--- src/rtl/ex_alu_stage.sv ---
// EX-stage ALU / address-calculation datapath feeding the EX/MEM register.
// Define EX_MUL_EN to add the iterative shift-add multiplier (function 8).
module ex_alu_stage #(
  parameter int DATA_W     = 32,
  parameter int MUL_CYCLES = 32
) (
  input  logic              clk,
  input  logic              rst,
  input  logic              InValid,
  output logic              InReady,
  input  logic [31:0]       Instruction,
  input  logic              AddrCalSignal,
  input  logic [3:0]        Function,
  input  logic [DATA_W-1:0] OperandA,
  input  logic [DATA_W-1:0] OperandB,
  input  logic              Flush,
  output logic              OutValid,
  input  logic              OutReady,
  output logic [DATA_W-1:0] ALUResult,
  output logic [DATA_W-1:0] StoreData,
  output logic [3:0]        DestReg,
  output logic [3:0]        OpCodeOut,
  output logic              Zero,
  output logic              Busy
);

  logic              valid_q, valid_d;
  logic [DATA_W-1:0] res_q, res_d, store_q, store_d;
  logic [3:0]        dest_q, dest_d, op_q, op_d;
  logic              zero_q, zero_d;
  logic [DATA_W-1:0] alu_res, imm_ext;
  logic              idle, accept, start_mul;
  logic              unused_instr;

  assign unused_instr = ^Instruction[23:16];
  assign imm_ext = {{(DATA_W-16){Instruction[15]}}, Instruction[15:0]};

  always_comb begin
    alu_res = '0;
    if (AddrCalSignal) begin
      alu_res = OperandA + imm_ext;
    end else begin
      case (Function)
        4'd0:    alu_res = OperandA + OperandB;
        4'd1:    alu_res = OperandA - OperandB;
        4'd2:    alu_res = OperandA & OperandB;
        4'd3:    alu_res = OperandA | OperandB;
        4'd4:    alu_res = OperandA ^ OperandB;
        4'd5:    alu_res = {{(DATA_W-1){1'b0}}, ($signed(OperandA) < $signed(OperandB))};
        4'd6:    alu_res = OperandA << OperandB[4:0];
        4'd7:    alu_res = OperandA >> OperandB[4:0];
        default: alu_res = '0;
      endcase
    end
  end

`ifdef EX_MUL_EN
  typedef enum logic {S_IDLE, S_MULT} state_t;
  localparam int CNT_W = (MUL_CYCLES > 1) ? $clog2(MUL_CYCLES) : 1;

  state_t            state_q, state_d;
  logic [CNT_W-1:0]  cnt_q, cnt_d;
  logic [DATA_W-1:0] mcand_q, mcand_d, mplier_q, mplier_d, acc_q, acc_d;
  logic [DATA_W-1:0] pstore_q, pstore_d, acc_step;
  logic [3:0]        pdest_q, pdest_d, pop_q, pop_d;
  logic              mul_done;

  assign idle      = (state_q == S_IDLE);
  assign Busy      = (state_q == S_MULT);
  assign start_mul = accept && !AddrCalSignal && (Function == 4'd8);
  assign acc_step  = acc_q + (mplier_q[0] ? mcand_q : '0);
  assign mul_done  = (state_q == S_MULT) && (cnt_q == CNT_W'(MUL_CYCLES-1));

  always_comb begin
    state_d  = state_q;
    cnt_d    = cnt_q;
    mcand_d  = mcand_q;
    mplier_d = mplier_q;
    acc_d    = acc_q;
    pstore_d = pstore_q;
    pdest_d  = pdest_q;
    pop_d    = pop_q;
    case (state_q)
      S_IDLE: begin
        if (start_mul) begin
          state_d  = S_MULT;
          cnt_d    = '0;
          mcand_d  = OperandA;
          mplier_d = OperandB;
          acc_d    = '0;
          pstore_d = OperandB;
          pdest_d  = Instruction[27:24];
          pop_d    = Instruction[31:28];
        end
      end
      S_MULT: begin
        acc_d    = acc_step;
        mcand_d  = mcand_q << 1;
        mplier_d = mplier_q >> 1;
        cnt_d    = cnt_q + 1'b1;
        if (mul_done) begin
          state_d = S_IDLE;
          cnt_d   = '0;
        end
      end
      default: state_d = S_IDLE;
    endcase
    if (Flush) begin
      state_d = S_IDLE;
      cnt_d   = '0;
    end
  end

  always_ff @(posedge clk) begin
    if (rst) begin
      state_q  <= S_IDLE;
      cnt_q    <= '0;
      mcand_q  <= '0;
      mplier_q <= '0;
      acc_q    <= '0;
      pstore_q <= '0;
      pdest_q  <= '0;
      pop_q    <= '0;
    end else begin
      state_q  <= state_d;
      cnt_q    <= cnt_d;
      mcand_q  <= mcand_d;
      mplier_q <= mplier_d;
      acc_q    <= acc_d;
      pstore_q <= pstore_d;
      pdest_q  <= pdest_d;
      pop_q    <= pop_d;
    end
  end
`else
  assign idle      = 1'b1;
  assign Busy      = 1'b0;
  assign start_mul = 1'b0;
`endif

  assign InReady = idle && (!valid_q || OutReady) && !Flush;
  assign accept  = InValid && InReady;

  // Flush only kills valid; data registers keep whatever they last held.
  always_comb begin
    valid_d = valid_q;
    res_d   = res_q;
    store_d = store_q;
    dest_d  = dest_q;
    op_d    = op_q;
    zero_d  = zero_q;
    if (Flush) begin
      valid_d = 1'b0;
    end else begin
      if (valid_q && OutReady) valid_d = 1'b0;
      if (accept && !start_mul) begin
        res_d   = alu_res;
        store_d = OperandB;
        dest_d  = Instruction[27:24];
        op_d    = Instruction[31:28];
        zero_d  = (alu_res == '0);
        valid_d = 1'b1;
      end
`ifdef EX_MUL_EN
      if (mul_done) begin
        res_d   = acc_step;
        store_d = pstore_q;
        dest_d  = pdest_q;
        op_d    = pop_q;
        zero_d  = (acc_step == '0);
        valid_d = 1'b1;
      end
`endif
    end
  end

  always_ff @(posedge clk) begin
    if (rst) begin
      valid_q <= 1'b0;
      res_q   <= '0;
      store_q <= '0;
      dest_q  <= '0;
      op_q    <= '0;
      zero_q  <= 1'b0;
    end else begin
      valid_q <= valid_d;
      res_q   <= res_d;
      store_q <= store_d;
      dest_q  <= dest_d;
      op_q    <= op_d;
      zero_q  <= zero_d;
    end
  end

  assign OutValid  = valid_q;
  assign ALUResult = res_q;
  assign StoreData = store_q;
  assign DestReg   = dest_q;
  assign OpCodeOut = op_q;
  assign Zero      = zero_q;

endmodule

--- config.mk ---
export PLATFORM = sky130hd
export DESIGN_NAME = ex_alu_stage
export DESIGN_NICKNAME = d
export VERILOG_FILES = /design/src/rtl/ex_alu_stage.sv
export SDC_FILE = /design/constraint.sdc
export NUM_CORES = 1
export LEC_CHECK = 0
export ABC_AREA = 1
export CORE_UTILIZATION = 30
export CTS_CLUSTER_SIZE = 12
export DETAILED_ROUTE_END_ITERATION = 7
export DONT_BUFFER_PORTS = 1
export MAX_ROUTING_LAYER = met4
export PLACE_DENSITY = 0.51
export RECOVER_POWER = 100
export SLEW_MARGIN = 25
export SYNTH_ARGS = -nofsm -noshare
export SYNTH_HDL_FRONTEND = slang
export SYNTH_SLANG_ARGS = --single-unit
--- constraint.sdc ---
create_clock -name clk -period 4.5 [get_ports clk]
set_input_delay 0 -clock clk [delete_from_list [all_inputs] [get_ports clk]]
set_output_delay 0 -clock clk [all_outputs]
set_load 0.005 [all_outputs]
==> run metrics <==
clock skew=0.0218 ns; Seq/Total Area, Yosys=9.76%; Tot GR Track Use=29.4%; clock transition at the registers of the reported paths=0.07 ns; TritonCTS Buffers=9; Mean Syn Cell Area=5.38 µm²; worst-margin pin slew=1.18 ns; I/O pins=182; Routed WL per cell=21.5 µm; FF-to-FF path depth=8; Ys Warns=0; WP data arrival=3.63 ns; CP dominant cell by count=nand2_1; Fin. Hold Viols=0; die area=51,500 µm²; met2 Use GR=44.6%; Routed Antenna Nets=0; Crit path buffers/inverters=2; Crit Path Max Fanout=63; outcome=complete, no violations; P_leak=8.54 nW; Int Pwr=1.68 mW; Synth-to-Final Area Change=6.93%; CTS resizes=0; total grt overflow=0; Clk Tree Root Cell=clkbuf_16; RSZ-0062 raised after global routing=no; switch share=47.4%; Vias/cell=5.38; clock power share=25.7%; # setup viols final=0; GR Util met1=36.1%; PortBufs=0; Post CTS Setup Buffer Count=0; post-detail-place hpwl=59,300 µm; Max clock buf depth=2; Worst Hold Margin=0.0144 ns; Slew Limit Fails=0; EDFF count, synth=0; Die Ht=227 µm; post-synthesis instance total=2,821; worst hold path type=in -> reg; Setup WS post-layout=1.18 ns; Layout Nets=3,012; Sum Neg Setup Slack=0 ns; total power draw=3.20 mW; DRC=0; Seq pwr share=23.0%; via count=18,523; crit share post-route=73.8%; Hold Path Stages=5; worst vdd ir=0.000206 V; grt peak-use layer=met2; DRT iter0 DRCs=2,264; CP required=4.81 ns; Relative slew margins=21.1%; max cap viols=0; Post-Syn Area=15,200 µm²; largest net degree at the start of global routing=78; number of hold buffers added after CTS=41; Net Count, Synth=3,067; stages on the worst setup path=22; H-Tree Depth=3; pwr dens=197 nW/µm²; Critical Path Start Type=input port; Final GP Congestion=1.05; dominant cell type by area after synthesis=nand2_1; M3 GR Usage=5.21%; Die Wd=227 µm; Starting Density=30.3%; Setup CP Type=in -> reg; Synth Flop Type=dfxtp_1; Worst-Skew Late Latency=0.40 ns; Slowest-stage cell, CP=dlygate4sd3_1; cell chain of the critical path=dlygate4sd3_1 > inv_4 > ha_1 > nor2_1 > nand2_1 > nand2_1 > nand2_1 > nand2_1 > nand2_1 > nand2_1 > nand2_1 > nand2_1 > nand2_1 > nand3_1 > nand3_1 > nand2_1 > nand2_1 > nor2_1 > nand2_1 > nor2_1 > nand4_1 > a21oi_1; Clock Sinks=74; Core Area=50,100 µm²; asr flop ratio synth=0%; Synth Register Bits=74; Logic pwr share=51.3%; Unique masters post-synth=49; slowest stage delay, CP=0.59 ns; cell family with most CP delay=simple AND/OR/NAND/NOR gates; Psw=1.52 mW; maximum clock rate=301 MHz; Std-Cell Rows=82; min Tclk post-route=3.32 ns; post-synth top area share=19.2%; fraction of layout cells with a size suffix above 1=3.86%; critical path endpoint category=register; synth top area cells=nand2_1 (19%), nand3_1 (17%), ha_1 (11%), dfxtp_1 (9.8%), inv_1 (9.7%); pre-CTS setup slack=1.37 ns; total wire length=74,200 µm; CTS tree=yes; drt first pass iters=6; first-pass GRT wire length=108,000 µm; number of global-route vias before repair=17,240; initial antenna violation count=2
-- synth_stat cells, types with 6 or more instances --
master	n
buf_4	15
nor3_1	24
nand3_1	514
nand2_2	6
ha_1	137
nand2_4	20
nor2_2	7
o21ai_0	110
buf_1	11
dfxtp_1	74
o22ai_1	18
inv_1	392
o21ai_1	10
a21oi_1	155
o21bai_1	31
buf_2	50
clkbuf_1	39
o211ai_1	23
nand2_1	778
xor2_1	8
or2_2	6
and2_1	11
nor2_1	253
nand4_1	48
nand3b_1	6
nand3_2	19
-- final cells by class --
cell class / count / area (µm²)
inverter: 402 / 1520
sequential: 74 / 1480
timing repair buffer: 59 / 546
antenna: 1 / 2.50
fill: 5964 / 33800
clock inverter: 7 / 93.8
clock buffer: 9 / 225
multi-input combinational: 2220 / 11500
tap: 672 / 841
-- layout by cell type, fill, tap and decap left out, types with 7 or more instances in the layout --
master         netlist  routed
nand2_1            778     778
nand3_1            514     514
inv_1              392     390
nor2_1             253     252
a21oi_1            155     155
ha_1               137     137
o21ai_0            110     110
dfxtp_1             74      74
nand4_1             48      48
dlygate4sd3_1        0      41
o21bai_1            31      31
nor3_1              24      24
o211ai_1            23      23
nand2_4             20      20
nand3_2             19      19
o22ai_1             18      18
buf_4               15      18
and2_1              11      11
o21ai_1             10      10
clkbuf_16            0       9
xor2_1               8       8
nor2_2               7       7
-- kinds of logic (layout without fill, tap and decap cells) --
kind of cell             after synthesis  in the layout  synth area share [%]
AND/OR/NAND/NOR                     1700           1700                  49.9
multiplexers                           4              4                 0.264
AO/OA/AOI/OAI                        365            365                  13.4
flip-flops                            74             74                  9.76
other                                  1              2                0.0247
adder cells (fa/ha/maj)              140            140                  11.7
XOR/XNOR                              10             10                 0.577
buffers and inverters                527            477                  14.4
-- path summary, 6_finish.rpt --
check	slack, ns	endpoint	startpoint
hold reg to reg	0.49	DestReg[2]	DestReg[2]
setup / recovery	1.18	Zero	OperandB[1]
setup reg to reg	1.28	ALUResult[19]	OutValid
hold / removal	0.01	ALUResult[11]	AddrCalSignal
-- worst register-to-register path: stages, from the launching register on --
cell and delay, ns:
dfxtp_1 0.38, a21oi_1 0.12, nand2_1 0.07, buf_4 0.32
clkinvlp_2 1.03, buf_4 0.71, o21ai_0 0.29, o21bai_1 0.14
inv_1 0.06
-- through the flow --
step	instance area, µm²	instances	util [%]
after global routing	16200	3444	32.4
after global placement	15500	3386	30.9
after floorplan	15200	2821	-
after CTS	16200	3443	32.4
after detailed placement	15500	3386	30.9
final	16200	3444	32.4
-- per-layer routing --
metal	share of wire, %	up-vias
li1	-	9052
met1	41	8445
met2	43	859
met3	8.9	167
met4	6.8	0
met5	0	-
-- flip-flops by register name, summed over array words and instances, names as in the netlist --
| signal | cells |
|---|---|
| DestReg | 4 |
| OutValid | 1 |
| Zero | 1 |
| OpCodeOut | 4 |
| ALUResult | 32 |
| StoreData | 32 |
-- power by group through the flow --
stage / combinational, mW / sequential [mW] / clock [mW]
final: 1.64 / 0.735 / 0.824
after CTS: 1.60 / 0.736 / 0.837
after global routing: 1.82 / 0.742 / 0.856
after detailed placement: 1.56 / 0.750 / 0
after global placement: 1.56 / 0.750 / 0
after floorplan: 1.17 / 0.737 / 0
(Power assumes the default switching activity.)
